File: config.mk
export PLATFORM = sky130hd
export DESIGN_NAME = uart_tx_sb_ctrl
export DESIGN_NICKNAME = d
export VERILOG_FILES = /design/src/rtl/uart_tx_sb_ctrl.sv
export SDC_FILE = /design/constraint.sdc
export NUM_CORES = 1
export LEC_CHECK = 0
export ABC_CLOCK_PERIOD_IN_PS = 3300
export CAP_MARGIN = 15
export CORE_MARGIN = 5
export CORE_UTILIZATION = 28
export DETAILED_ROUTE_END_ITERATION = 12
export GPL_TIMING_DRIVEN = 0
export HOLD_SLACK_MARGIN = 0.15
export PLACE_DENSITY_LB_ADDON = 0.05
export SYNTH_ARGS = -nofsm -noshare
export SYNTH_HDL_FRONTEND = slang
export SYNTH_SLANG_ARGS = --single-unit
File: constraint.sdc
create_clock -name clk_i -period 3.3 [get_ports clk_i]
set_input_delay 0.99 -clock clk_i [delete_from_list [all_inputs] [get_ports clk_i]]
set_output_delay 0.99 -clock clk_i [all_outputs]
set_load 0.01 [all_outputs]
File: src/rtl/uart_tx_sb_ctrl.sv
// uart_tx_sb_ctrl: memory-mapped UART transmitter on the core system bus.
// Software writes a byte to the data register, polls busy, and sets the bit
// divider, even parity and the stop-bit count. Frames use the configuration
// captured when they start and cannot be changed once started.
module uart_tx_sb_ctrl #(
  parameter int unsigned DEFAULT_DIV = 1042,
  parameter int unsigned MIN_DIV     = 16
) (
  input  logic        clk_i,
  input  logic        rst_i,
  input  logic [31:0] addr_i,
  input  logic        req_i,
  input  logic        WE_i,
  input  logic [31:0] WD_i,
  output logic [31:0] RD_o,
  output logic        tx_o
);

  localparam logic [31:0] ADDR_DATA   = 32'h0000_0000;
  localparam logic [31:0] ADDR_BUSY   = 32'h0000_0004;
  localparam logic [31:0] ADDR_DIV    = 32'h0000_0008;
  localparam logic [31:0] ADDR_PARITY = 32'h0000_000C;
  localparam logic [31:0] ADDR_STOP2  = 32'h0000_0010;
  localparam logic [31:0] ADDR_RST    = 32'h0000_0024;

  localparam logic [15:0] DEF_DIV_C = 16'(DEFAULT_DIV);
  localparam logic [15:0] MIN_DIV_C = 16'(MIN_DIV);

  typedef enum logic [2:0] {
    ST_IDLE   = 3'd0,
    ST_START  = 3'd1,
    ST_DATA   = 3'd2,
    ST_PARITY = 3'd3,
    ST_STOP   = 3'd4
  } state_t;

  // Even parity bit: makes the total number of ones in data+parity even.
  function automatic logic even_parity(input logic [7:0] d);
    even_parity = ^d;
  endfunction

  state_t      state_r, state_nxt_s;
  logic [15:0] cnt_r, cnt_nxt_s;
  logic [2:0]  bit_idx_r, bit_nxt_s;
  logic        tx_r, tx_nxt_s;
  logic [31:0] rd_r, rd_nxt_s;

  // Configuration registers as seen by software
  logic [15:0] div_r;
  logic        parity_en_r;
  logic        stop2_r;

  // Per-frame snapshot of data and configuration
  logic [7:0]  data_lat_r;
  logic [15:0] div_lat_r;
  logic        par_en_lat_r;
  logic        par_bit_r;
  logic        stop2_lat_r;

  logic wr_s, rd_s, busy_s, soft_rst_s, rst_all_s;
  logic bit_end_s, frame_done_s, start_s, cfg_wr_ok_s;

  assign wr_s        = req_i & WE_i;
  assign rd_s        = req_i & ~WE_i;
  assign busy_s      = (state_r != ST_IDLE);
  assign soft_rst_s  = wr_s & (addr_i == ADDR_RST) & (WD_i == 32'd1);
  assign rst_all_s   = rst_i | soft_rst_s;
  assign bit_end_s   = (cnt_r == (div_lat_r - 16'd1));
  // Last clock of the last stop bit: a new frame may start on this edge.
  assign frame_done_s = (state_r == ST_STOP) & bit_end_s &
                        (bit_idx_r == {2'b00, stop2_lat_r});
  assign start_s     = wr_s & (addr_i == ADDR_DATA) & (~busy_s | frame_done_s);
  assign cfg_wr_ok_s = wr_s & ~busy_s;

  assign RD_o = rd_r;
  assign tx_o = tx_r;

  // Next-state, bit-timing counter and serial line value for the frame FSM
  always_comb begin
    state_nxt_s = state_r;
    cnt_nxt_s   = cnt_r;
    bit_nxt_s   = bit_idx_r;
    tx_nxt_s    = tx_r;
    case (state_r)
      ST_IDLE: begin
        if (start_s) begin
          state_nxt_s = ST_START;
          cnt_nxt_s   = 16'd0;
          bit_nxt_s   = 3'd0;
        end else begin
          state_nxt_s = ST_IDLE;
        end
      end
      ST_START: begin
        if (bit_end_s) begin
          state_nxt_s = ST_DATA;
          cnt_nxt_s   = 16'd0;
          bit_nxt_s   = 3'd0;
        end else begin
          cnt_nxt_s = cnt_r + 16'd1;
        end
      end
      ST_DATA: begin
        if (bit_end_s) begin
          cnt_nxt_s = 16'd0;
          if (bit_idx_r == 3'd7) begin
            bit_nxt_s   = 3'd0;
            state_nxt_s = par_en_lat_r ? ST_PARITY : ST_STOP;
          end else begin
            bit_nxt_s = bit_idx_r + 3'd1;
          end
        end else begin
          cnt_nxt_s = cnt_r + 16'd1;
        end
      end
      ST_PARITY: begin
        if (bit_end_s) begin
          state_nxt_s = ST_STOP;
          cnt_nxt_s   = 16'd0;
          bit_nxt_s   = 3'd0;
        end else begin
          cnt_nxt_s = cnt_r + 16'd1;
        end
      end
      ST_STOP: begin
        if (bit_end_s) begin
          cnt_nxt_s = 16'd0;
          if (frame_done_s) begin
            bit_nxt_s   = 3'd0;
            state_nxt_s = start_s ? ST_START : ST_IDLE;
          end else begin
            bit_nxt_s = bit_idx_r + 3'd1;
          end
        end else begin
          cnt_nxt_s = cnt_r + 16'd1;
        end
      end
      default: begin
        state_nxt_s = ST_IDLE;
        cnt_nxt_s   = 16'd0;
        bit_nxt_s   = 3'd0;
      end
    endcase

    case (state_nxt_s)
      ST_IDLE:   tx_nxt_s = 1'b1;
      ST_START:  tx_nxt_s = 1'b0;
      ST_DATA:   tx_nxt_s = data_lat_r[bit_nxt_s];
      ST_PARITY: tx_nxt_s = par_bit_r;
      ST_STOP:   tx_nxt_s = 1'b1;
      default:   tx_nxt_s = 1'b1;
    endcase
  end

  // Frame FSM state, counter and registered serial line
  always_ff @(posedge clk_i) begin
    if (rst_all_s) begin
      state_r   <= ST_IDLE;
      cnt_r     <= 16'd0;
      bit_idx_r <= 3'd0;
      tx_r      <= 1'b1;
    end else begin
      state_r   <= state_nxt_s;
      cnt_r     <= cnt_nxt_s;
      bit_idx_r <= bit_nxt_s;
      tx_r      <= tx_nxt_s;
    end
  end

  // Snapshot the byte and configuration when a frame is accepted
  always_ff @(posedge clk_i) begin
    if (rst_all_s) begin
      data_lat_r   <= 8'd0;
      div_lat_r    <= DEF_DIV_C;
      par_en_lat_r <= 1'b0;
      par_bit_r    <= 1'b0;
      stop2_lat_r  <= 1'b0;
    end else if (start_s) begin
      data_lat_r   <= WD_i[7:0];
      div_lat_r    <= div_r;
      par_en_lat_r <= parity_en_r;
      par_bit_r    <= even_parity(WD_i[7:0]);
      stop2_lat_r  <= stop2_r;
    end else begin
      data_lat_r   <= data_lat_r;
      div_lat_r    <= div_lat_r;
      par_en_lat_r <= par_en_lat_r;
      par_bit_r    <= par_bit_r;
      stop2_lat_r  <= stop2_lat_r;
    end
  end

  // Software-visible configuration; writes only land while the line is idle
  always_ff @(posedge clk_i) begin
    if (rst_all_s) begin
      div_r       <= DEF_DIV_C;
      parity_en_r <= 1'b0;
      stop2_r     <= 1'b0;
    end else begin
      if (cfg_wr_ok_s && (addr_i == ADDR_DIV) && (WD_i[15:0] >= MIN_DIV_C)) begin
        div_r <= WD_i[15:0];
      end else begin
        div_r <= div_r;
      end
      if (cfg_wr_ok_s && (addr_i == ADDR_PARITY)) begin
        parity_en_r <= WD_i[0];
      end else begin
        parity_en_r <= parity_en_r;
      end
      if (cfg_wr_ok_s && (addr_i == ADDR_STOP2)) begin
        stop2_r <= WD_i[0];
      end else begin
        stop2_r <= stop2_r;
      end
    end
  end

  // Read data mux; the output holds its value between reads
  always_comb begin
    rd_nxt_s = rd_r;
    if (rd_s) begin
      case (addr_i)
        ADDR_DATA:   rd_nxt_s = 32'd0;
        ADDR_BUSY:   rd_nxt_s = {31'd0, busy_s};
        ADDR_DIV:    rd_nxt_s = {16'd0, div_r};
        ADDR_PARITY: rd_nxt_s = {31'd0, parity_en_r};
        ADDR_STOP2:  rd_nxt_s = {31'd0, stop2_r};
        ADDR_RST:    rd_nxt_s = 32'd0;
        default:     rd_nxt_s = 32'd0;
      endcase
    end else begin
      rd_nxt_s = rd_r;
    end
  end

  // Registered read data
  always_ff @(posedge clk_i) begin
    if (rst_all_s) begin
      rd_r <= 32'd0;
    end else begin
      rd_r <= rd_nxt_s;
    end
  end

endmodule
Word-level counts from Yosys, hierarchy flattened
Index checks and enable logic that the tools add are counted.
W data, S select, Z words.

word-level totals
  flip-flop bits (word level) = 100
  bits in latches = 0
  RAM bits = 0
  ROM bits = 0
  bits of input ports = 68
  output and inout port bits = 33
  logic and storage cells = 81
  memories = 0

operators by class
  add/sub/neg operators = 3
  multipliers = 0
  div/mod/pow operators = 0
  $lt $le $gt $ge = 2
  eq/ne operators = 17
  shift-type cells = 0
  multiplexer cells = 23
  bitwise operators = 13
  reduce and logical (&&, ||, !) cells = 10

operator list
  operator                 number
  $eq A32 B4 Y1 const B    2
  $pmux W16 S4             1
  $mux W3                  13
  $eq A32 B1 Y1 const B    1
  $eq A32 B3 Y1 const B    1
  $eq A32 B5 Y1 const B    1
  $eq A32 B6 Y1 const B    1
  $logic_not A32 Y1        1
  $mux W16                 2
  $pmux W16 S2             1
  $add A16 B1 Y16 const B  1
  $eq A16 B16 Y1           1
  $ge A16 B5 Y1 const B    1
  $sub A16 B1 Y16 const B  1
  $pmux W3 S5              1
  $eq A3 B2 Y1 const B     4
  $pmux W3 S4              1
  $and A1 B1 Y1            9
  $reduce_xor A8 Y1        1
  $eq A3 B1 Y1 const B     2
  $eq A3 B3 Y1 const B     2
  $logic_and A1 B1 Y1      4
  $lt A3 B4 Y1 const B     1
  $reduce_or A4 Y1         1
  other kinds (11)         14

Depth between registers and ports, before layout
Gate-level depths: netlist of run 1.

  depth in word-level cells = 12
  mapped depth = 18
  gate-level depth less buffers = 13

Worst setup path before layout of run 1
OpenSTA, ideal clock, no wires.

  kind = register to register
  from = register div_lat_r[0]
  to = register data_lat_r[4]
  setup time = 0.128 ns
  data arrival time = 3.292 ns
  required time = 3.172 ns
  setup slack = -0.120 ns
  stages on the path, launching flop included = 19
  path buffers = 6
  clock period less this slack = 3.420 ns
  cells stage by stage = dfxtp_1 -> clkbuf_1 -> inv_1 -> ha_1 -> buf_2 -> nor3b_1 -> nand3_1 -> o21ai_0 -> o22ai_1 -> or4_4 -> or2_1 -> buf_6 -> o21ai_2 -> and3b_1 -> buf_4 -> buf_12 -> buf_12 -> mux2i_1 -> nor2_1

on the way
  word-level cells in the longest chain between the ends = 6

RTL lines
  item                         RTL line  source
  start, declared              55        logic [15:0] div_lat_r;
  start signal, assigned       180       div_lat_r <= div_r;
  start signal, assigned       186       div_lat_r <= div_lat_r;
  $sub A16 B1 Y16              68        assign bit_end_s = (cnt_r == (div_lat_r - 16'd1));
  $eq A16 B16 Y1               68
  $and A1 B1 Y1 (2 in series)  70        assign frame_done_s = (state_r == ST_STOP) & bit_end_s &
  $or A1 B1 Y1                 72        assign start_s = wr_s & (addr_i == ADDR_DATA) & (~busy_s | frame_done_s);
  $and A1 B1 Y1                72
  end signal, assigned         179       data_lat_r <= WD_i[7:0];
  end signal, assigned         185       data_lat_r <= data_lat_r;
  end, declared                54        logic [7:0] data_lat_r;

Every way passes these cells.
A chain may end at the register's enable or synchronous reset.

Final worst setup path of run 1
  from = register div_lat_r[0]
  to = register stop2_lat_r

on the way
  word-level cells in the longest chain between the ends = 6

RTL lines
  item                         RTL line  source
  $sub A16 B1 Y16              68
  $eq A16 B16 Y1               68
  $and A1 B1 Y1 (2 in series)  70
  $or A1 B1 Y1                 72
  $and A1 B1 Y1                72
  end signal, assigned         183       stop2_lat_r <= stop2_r;
  end signal, assigned         189       stop2_lat_r <= stop2_lat_r;
  end, declared                58        logic stop2_lat_r;

Every way passes these cells.

==> flow_summary.yaml, run 1 <==
run_status:
  status: "finished with violations"
  violations: "negative setup slack"
drt:
  wl_mm: 13.46
  drc: 0
  drt_iter0_markers: 135
  ant_nets: 0
  avgRoutedWirePerCell_um: 15.55
  vias: 3967
  drt-pass1-iter-count: 4
  viasPerCell: 4.586
cts:
  insertion_delay_ps: 350
  htree_levels: 3
  hold_buffers: 0
  cts_buffer_depth: 2
  clockRootBuffer: "clkbuf_16"
  clkTransAtPathRegs_ps: 70
  numCtsBuffers: 9
  cts.sinks: 84
  cts_tree: "done"
yosys:
  synthesis.area_um2: 4449
  yosys.area_share.adder_pct: 2.812
  synth_edf_count: 0
  synth_xor_area_share_pct: 8.071
  seq_area_frac_synth_pct: 37.80
  synth_ff_type: "dfxtp_1"
  synth.distinct_cells: 56
  synth_mux_area_share_pct: 10.12
  synth_top_family_by_area: "simple AND/OR/NAND/NOR gates"
  synthCells: 509
  synth-simple-area-share_pct: 23.57
  ys_warn_count: 0
  async_flop_share_pct: 0
  synth.avg_cell_area_um2: 8.741
  synth_compound_area_share_pct: 10.26
  ys_ff_latch: 84
final_layout:
  antenna_cells: 0
  final-seq-area_um2: 1692
  final_common_cell: "nor2_1"
  nNetsFinal: 722
  drive_gt1_share_pct: 18.03
  nFillCells: 1575
  syn_to_final_growth_pct: 43.76
  mostFrequentLayoutCells: "93 x nor2_1, 84 x clkdlybuf4s50_1, 80 x dfxtp_1"
  utilization_pct: 40.71
  multiInputGateArea_um2: 2684
die:
  ios: 101
  start_util_pct: 28.32
  core.rowCount: 46
  die_area_um2: 18510
  coreArea_um2: 15710
  die_h_um: 136.1
  die_w_um: 136.1
global_routing:
  antenna_found_initial: 0
  grt.total_usage_pct: 14.88
  grt_max_degree: 17
  grt_first_pass_wirelength_mm: 21.45
  grt_pass1_vias: 4104
  grt-ovfl-total: 0
power:
  power.density_nw_per_um2: 355.8
  power_frac_seq_pct: 44.4
  p_sw_share_pct: 23.72
  pwr-share-comb_pct: 7.8
  vdd_drop_max_mv: 0.2570
  intPower_uw: 1736
  p_leak_uw: 0.002437
  pwr-share-clk_pct: 47.7
  p_switching_uw: 539.7
sta:
  finalWorstPathRequiredPeriod_ps: 3425
  finalCritPeriodShare_pct: 103.8
  finClkSkew_ps: 6.334
  maxSlewViolCount: 0
  final-setup-viol-count: 27
  fmax_mhz: 292.0
  grt_setup_unrepaired: "true"
  hold_viol: 0
  timing.final.ws_setup_ps: -124.5
  slew_headroom_pct: 49.91
  worstMarginPinSlew_ps: 745.6
job:
  max_cap_viol_count: 0
place:
  place_ws_ps: -1302
  port_buffers: 84
  dpl.hpwl_mm: 10.00
  gp_congestion: 0.8083
worst_setup_path:
  crit_required_ps: 3540
  worstSetupPathType: "flop to flop"
  critPathLaunchType: "flop"
  crit_path_end_kind: "flop"
  worst-endpoint-arrival_ps: 3660
  critPathMaxFanout: 5
hold_path:
  hp-class: "flop to flop"
==> final cells by class <==
type	instances	share of cell area (%)
multi-input combinational	383	41.96
buffer	37	4.206
inverter	13	0.8020
clock buffer	10	3.736
tap	216	4.225
sequential	84	26.45
timing repair buffer	116	17.41
clock inverter	6	1.213
==> registers in the layout, indices dropped and copies added, names as in the netlist <==
name,cells
RD_o,16
cnt_r,16
div_lat_r,16
div_r,16
data_lat_r,8
bit_idx_r,3
state_r,3
par_bit_r,1
par_en_lat_r,1
parity_en_r,1
stop2_lat_r,1
stop2_r,1
tx_o,1
==> cell usage after synthesis (all sizes together), types with 2 or more instances <==
cell type	count	share of area, %
nor2	94	8.0
dfxtp	84	38
mux2i	45	10
buf	27	4.7
xor2	22	4.3
nand2	21	1.8
xnor2	19	3.7
clkbuf	17	1.5
nor4	17	2.9
a22oi	16	2.7
inv	13	1.1
nor3	13	1.5
a21oi	11	1.2
nor2b	11	1.5
ha	10	2.8
nand3	10	1.1
a211o	9	1.8
nand4	9	1.3
o21ai	8	0.98
and3	7	0.98
a211oi	4	0.79
and3b	4	0.79
nand2b	4	0.56
and2	3	0.48
o211ai	3	0.51
or3	3	0.42
a41oi	2	0.39
and4b	2	0.45
nand3b	2	0.34
nor3b	2	0.34
nor4bb	2	0.45
o22ai	2	0.28
or2	2	0.28
==> kinds of logic (layout without fill, tap and decap cells) <==
| logic type | Yosys count | after routing |
|---|---|---|
| other | 1 | 16 |
| DFF | 84 | 84 |
| xor gates and xnor gates | 41 | 41 |
| adders and majority gates | 10 | 10 |
| and+or+nand+nor | 208 | 208 |
| muxes | 45 | 45 |
| AOI/OAI and AO/OA | 63 | 63 |
| buffers and inverters | 57 | 182 |
==> power groups by stage <==
stage	combinational, µW	clock [µW]	sequential (µW)
2_1_floorplan	64.4	0	1040
3_3_place_gp	172	0	1040
3_5_place_dp	173	0	1040
4_1_cts	176	1120	1010
5_1_grt	192	1160	1010
6_report	178	1090	1010
==> path summary, 6_finish.rpt <==
check	from	to	slack (ps)	cells past startpoint
max reg2reg	div_lat_r[0]$_SDFFE_PP0P_	stop2_lat_r$_SDFFE_PP0P_	-120	17
min reg2reg	data_lat_r[1]$_SDFFE_PP0P_	data_lat_r[1]$_SDFFE_PP0P_	500	2
min	data_lat_r[1]$_SDFFE_PP0P_	data_lat_r[1]$_SDFFE_PP0P_	500	2
max	div_lat_r[0]$_SDFFE_PP0P_	stop2_lat_r$_SDFFE_PP0P_	-120	17
==> worst max-delay path: stages (launching register included) <==
cell and delay (ps):
dfxtp_4 360, inv_2 70, ha_4 160, nor3b_4 200, and2_4 180, a41oi_2 110
a211o_1 290, or4_4 560, or2_4 250, buf_6 130, o21ai_4 130, and3b_1 200
buf_6 130, buf_12 110, buf_12 90, buf_12 110, mux2i_1 170, nor2_1 60
==> through the flow <==
stage / area, µm² / hold slack [ps] / setup TNS (ps) / total power [µW] / cells
after floorplan: 4513 / 451.3 / 0 / 1101 / 524
after global placement: 5624 / 475.0 / -74600 / 1209 / 824
after detailed placement: 5624 / 485.2 / -75990 / 1209 / 824
after CTS: 6257 / 503.0 / -2334 / 2304 / 862
after global routing: 6396 / 541.5 / -6219 / 2366 / 865
final: 6396 / 500.1 / -1844 / 2276 / 865
==> what timing repair did <==
action / 4_1_cts / 5_1_grt
setup buffers: 24 / 8
gates cloned: 1 / 0
pin swaps: 19 / 22
gates resized for setup: 35 / 30
setup endpoints to repair: 83 / 62
==> layer usage <==
| layer | global-route usage, % | wire length, µm | vias to the layer above |
|---|---|---|---|
| li1 | - | - | 2024 |
| met1 | 19.15 | 6341 | 1837 |
| met2 | 24.71 | 6266 | 84 |
| met3 | 4.293 | 616 | 22 |
| met4 | 3.359 | 231 | 0 |
| met5 | 0 | 0 | - |
No activity file was read; power rests on OpenSTA's default activity.
==> run 2: changes to the inputs <==
--- a/config.mk
+++ b/config.mk
@@ -16,3 +16,4 @@
 export SYNTH_ARGS = -nofsm -noshare
 export SYNTH_HDL_FRONTEND = slang
 export SYNTH_SLANG_ARGS = --single-unit
+export TNS_END_PERCENT = 20
==> run 2 against run 1 <==
Against the previous run: the run still ends with negative setup slack left; hold slack hardly changed; sequential cell count unchanged; sequential share of layout area up 0.15 points; wire length shrank 0.33%; global-route usage about the same; utilization shrank 0.25 points; cell area is 0.63% lower; maximum frequency decreased by 0.32%; count of clock-buffer cells in the layout is the same; critical path depth stayed put.
==> flow_summary.yaml, run 2 (synthesis gave the netlist of run 1 again) <==
die:
  start_util_pct: 28.32
  coreArea_um2: 15710
  core.rowCount: 46
  die_w_um: 136.1
  die_area_um2: 18510
  ios: 101
  die_h_um: 136.1
cts:
  insertion_delay_ps: 350
  cts.sinks: 84
  cts_tree: "done"
  hold_buffers: 0
  numCtsBuffers: 9
  htree_levels: 3
  cts_buffer_depth: 2
  clockRootBuffer: "clkbuf_16"
  clkTransAtPathRegs_ps: 70
drt:
  ant_nets: 0
  drc: 0
  viasPerCell: 4.564
  vias: 3943
  wl_mm: 13.41
  drt-pass1-iter-count: 4
  avgRoutedWirePerCell_um: 15.52
  drt_iter0_markers: 135
sta:
  finalWorstPathRequiredPeriod_ps: 3436
  fmax_mhz: 291.1
  hold_ws_ps: 500.1
  maxSlewViolCount: 0
  finalCritPeriodShare_pct: 104.1
  slew_headroom_pct: 51.74
  final-setup-viol-count: 28
  grt_setup_unrepaired: "true"
  finClkSkew_ps: 7.899
  timing.final.ws_setup_ps: -135.6
  hold_viol: 0
  worstMarginPinSlew_ps: 718.4
final_layout:
  syn_to_final_growth_pct: 42.86
  nNetsFinal: 721
  mostFrequentLayoutCells: "93 x nor2_1, 84 x clkdlybuf4s50_1, 81 x dfxtp_1"
  drive_gt1_share_pct: 16.20
  utilization_pct: 40.45
  final_common_cell: "nor2_1"
  stdcell_area_um2: 6356
  antenna_cells: 0
power:
  power.total_uw: 2268
  power.density_nw_per_um2: 356.9
  vdd_drop_max_mv: 0.2563
  p_leak_uw: 0.002426
global_routing:
  grt_first_pass_wirelength_mm: 21.40
  antenna_found_initial: 0
  grt_pass1_vias: 4084
  grt_max_degree: 17
  grt.total_usage_pct: 14.85
  grt-ovfl-total: 0
worst_setup_path:
  critPathMaxFanout: 5
  crit_required_ps: 3530
  crit_path_end_kind: "flop"
  critPathLaunchType: "flop"
  worst-endpoint-arrival_ps: 3660
  worstSetupPathType: "flop to flop"
  r2r_cells: 17
place:
  port_buffers: 84
  placed_area_um2: 5624
  dpl.hpwl_mm: 10.00
  place_ws_ps: -1302
  gp_congestion: 0.8083
run_status:
  status: "finished with violations"
  violations: "negative setup slack"
hold_path:
  hp-class: "flop to flop"
  hold_depth: 2
job:
  max_cap_viol_count: 0
run 2: cell types whose count changed in the layout (fill, tap and decap cells not counted), moves of 2 or more:
cell      delta
nor4_2       -4
buf_4        -6
nor4_1       +4
clkbuf_1     +2
run 2: layout make-up:
class	instances	area, µm²
Fill cell	1581	9356
Multi-Input combinational cell	383	2636
Sequential cell	84	1690
Timing Repair Buffer	113	1115
Buffer	39	276.5
Tap cell	216	270.3
Clock buffer	10	239.0
Clock inverter	6	77.57
Inverter	13	51.30
run 2: layer usage:
layer	wire length, µm	share of wire [%]	GRT usage, %
met1	6312	47	19.15
met2	6250	47	24.60
met3	664	5.0	4.293
met4	183	1.4	3.359
met5	0	0	0
run 2: per-stage QoR:
stage	std cells	setup TNS, ps
floorplan	524	0
detailed placement	824	-75990
global route	864	-7638
global placement	824	-74600
finish	864	-2446
CTS	861	-2335
run 2: worst paths after layout:
check | start | to | slack [ps]
worst max-delay path | div_lat_r[0]$_SDFFE_PP0P_ | div_lat_r[0]$_SDFFE_PP0P_ | -140
worst min-delay path | data_lat_r[1]$_SDFFE_PP0P_ | data_lat_r[1]$_SDFFE_PP0P_ | 500
worst max register to register | div_lat_r[0]$_SDFFE_PP0P_ | div_lat_r[0]$_SDFFE_PP0P_ | -140
worst min register to register | data_lat_r[1]$_SDFFE_PP0P_ | data_lat_r[1]$_SDFFE_PP0P_ | 500
run 2: critical path: stages, from the launching register on:
cell and delay (ps):
dfxtp_4 360, inv_2 70, ha_4 160, nor3b_4 220
and2_4 190, a41oi_2 110, a211o_1 290, or4_4 550
or2_4 250, buf_6 130, o21ai_4 130, and3b_1 200
buf_6 130, buf_12 110, buf_12 90, buf_12 110
mux2i_1 170, nor2_1 50
run 2: repair_timing:
item | in CTS | in global routing
resized for setup | 35 | 18
setup buffers | 23 | 5
cloned | 1 | 0
pin swaps | 18 | 16
setup endpoints to repair | 83 | 61
run 2: report_power, final:
group	internal, µW	switching (µW)	leakage [µW]
registers	1010	0.0000000508	0.000678
logic	102	73.5	0.00160
clock network	622	460	0.000153
total	1740	533	0.00243
==> run 3: changes to the inputs <==
--- a/config.mk
+++ b/config.mk
@@ -9,6 +9,7 @@
 export CAP_MARGIN = 15
 export CORE_MARGIN = 5
 export CORE_UTILIZATION = 28
+export CTS_BUF_LIST = sky130_fd_sc_hd__clkbuf_16
 export DETAILED_ROUTE_END_ITERATION = 12
 export GPL_TIMING_DRIVEN = 0
 export HOLD_SLACK_MARGIN = 0.15
==> run 3 against run 2 <==
Against the previous run: cell area fell by 0.16%; highest routed layer unchanged; global-route usage fell by 0.085 points; critical path depth did not move; the flow still finishes with violations (negative setup slack); non-clock buffer count did not move; first-iteration DRC count rose by 19%; combinational power barely moved.
==> flow_summary.yaml, run 3 (synthesis gave the netlist of run 1 again) <==
run_status:
  status: "finished with violations"
  violations: "negative setup slack"
die:
  core.rowCount: 46
  ios: 101
  die_w_um: 136.1
  start_util_pct: 28.32
  die_area_um2: 18510
  die_h_um: 136.1
  coreArea_um2: 15710
worst_setup_path:
  crit_path_end_kind: "flop"
  crit_chain: "inv_2 > ha_4 > nor3b_4 > and2_4 > a41oi_2 > a211o_1 > or4_4 > or2_4 > buf_6 > o21ai_4 > and3b_1 > buf_6 > buf_12 > buf_12 > buf_12 > mux2i_1 > nor2_1"
  r2r_cells: 17
  crit_slowest_cell: "or4_4"
  rr_startpoint: "div_lat_r[0]$_SDFFE_PP0P_"
  r2r_slack_ps: -140
  crit_required_ps: 3520
  max_stage_delay_ps: 550
  reg2reg_to: "div_lat_r[0]$_SDFFE_PP0P_"
  worst-endpoint-arrival_ps: 3660
  critPathLaunchType: "flop"
  critPathMaxFanout: 5
  worstSetupPathType: "flop to flop"
  cpMostUsedCell: "buf_12"
cts:
  htree_levels: 3
  clockRootBuffer: "clkbuf_16"
  cts_buffer_depth: 2
  hold_buffers: 0
  insertion_delay_ps: 340
  clkTransAtPathRegs_ps: 70
  cts_tree: "done"
  cts.sinks: 84
  numCtsBuffers: 9
global_routing:
  met1_usage_pct: 19.15
  busiest_layer: "met2"
  grt_pass1_vias: 4076
  grt_first_pass_wirelength_mm: 21.34
  grt_max_degree: 17
  antenna_found_initial: 0
  grtUsageMet3_pct: 3.627
  grt-ovfl-total: 0
  grt.total_usage_pct: 14.76
  grt_use_met2_pct: 24.55
sta:
  hold_viol: 0
  fmax_mhz: 291.0
  final-setup-viol-count: 28
  hold_ws_ps: 500.1
  finalCritPeriodShare_pct: 104.2
  finalWorstPathRequiredPeriod_ps: 3437
  slew_headroom_pct: 51.73
  worstMarginPinSlew_ps: 718.6
  grt_setup_unrepaired: "true"
  timing.final.ws_setup_ps: -137.0
  maxSlewViolCount: 0
  finClkSkew_ps: 7.145
hold_path:
  min-delay-start: "data_lat_r[1]$_SDFFE_PP0P_"
  hold_depth: 2
  worstHoldEndpoint: "data_lat_r[1]$_SDFFE_PP0P_"
  hp-class: "flop to flop"
drt:
  avgRoutedWirePerCell_um: 15.46
  viasPerCell: 4.576
  drc: 0
  wl_mm: 13.36
  ant_nets: 0
  vias: 3954
  drt-pass1-iter-count: 4
  drt_iter0_markers: 160
place:
  port_buffers: 84
  gp_congestion: 0.8083
  placed_area_um2: 5624
  dpl.hpwl_mm: 10.00
  dp_cells: 824
final_layout:
  drive_gt1_share_pct: 16.05
  antenna_cells: 0
  syn_to_final_growth_pct: 42.63
  stdcell_area_um2: 6346
  final_common_cell: "nor2_1"
  instances_no_fill: 864
  mostFrequentLayoutCells: "93 x nor2_1, 84 x clkdlybuf4s50_1, 81 x dfxtp_1"
  nFillCells: 1582
  nNetsFinal: 721
power:
  power.density_nw_per_um2: 353.0
  p_leak_uw: 0.002421
  vdd_drop_max_mv: 0.2503
job:
  max_cap_viol_count: 0
## run 3: how the worst max path moves through the flow
stage          cells past startpoint                 startpoint                          to
3_3_place_gp                      11                 addr_i[27]      cnt_r[11]$_SDFFE_PP0P_
5_1_grt                           17  div_lat_r[0]$_SDFFE_PP0P_   div_lat_r[0]$_SDFFE_PP0P_
3_5_place_dp                      11                 addr_i[27]      cnt_r[13]$_SDFFE_PP0P_
6_report                          17  div_lat_r[0]$_SDFFE_PP0P_   div_lat_r[0]$_SDFFE_PP0P_
2_1_floorplan                     18  div_lat_r[0]$_SDFFE_PP0P_  data_lat_r[4]$_SDFFE_PP0P_
4_1_cts                           19  div_lat_r[0]$_SDFFE_PP0P_   div_lat_r[0]$_SDFFE_PP0P_
## run 3: stage by stage
step	TNS [ps]	setup slack, ps	util, %	power [µW]
2_1_floorplan	0	15.17	-	1101
3_3_place_gp	-74600	-1251	35.79	1209
3_5_place_dp	-75990	-1302	35.79	1209
4_1_cts	-2336	-139.5	39.71	2277
5_1_grt	-7719	-321.8	40.39	2335
6_report	-2480	-137.0	40.39	2240
## run 3: per-layer routing
| metal | vias to the layer above | share of wire (%) |
|---|---|---|
| li1 | 2025 | - |
| met1 | 1826 | 47 |
| met2 | 86 | 47 |
| met3 | 17 | 4.3 |
| met4 | 0 | 1.6 |
| met5 | - | 0 |
## run 3: layout make-up
cell class / instances / area, µm² / share of cell area [%]
clock inverter: 7 / 81.33 / 1.282
clock buffer: 9 / 225.2 / 3.549
buffer: 39 / 276.5 / 4.357
multi-input combinational: 383 / 2636 / 41.54
timing repair buffer: 113 / 1115 / 17.57
sequential: 84 / 1690 / 26.64
tap: 216 / 270.3 / 4.259
inverter: 13 / 51.30 / 0.8084
## run 3: repair_timing
item / CTS / global route
setup buffers: 23 / 5
gates cloned: 1 / 0
endpoints found under the setup margin: 83 / 61
gates resized for setup: 35 / 19
pin swaps: 18 / 16
## run 3: worst max-delay path, delay by kind of cell, from the launching register on
family	cells	cell delay (ps)
multiplexers	1	170
flip-flops	1	360
adder cells (fa/ha/maj)	1	160
AO/OA/AOI/OAI	3	530
buffers and inverters	6	640
AND/OR/NAND/NOR	6	1460
## run 3: power by group
| group | switching, µW | total (µW) | leakage [µW] | internal (µW) |
|---|---|---|---|---|
| sequential | 0.0000000507 | 1010 | 0.000678 | 1010 |
| clock | 454 | 1050 | 0.000148 | 599 |
| combinational | 73.6 | 175 | 0.00160 | 102 |
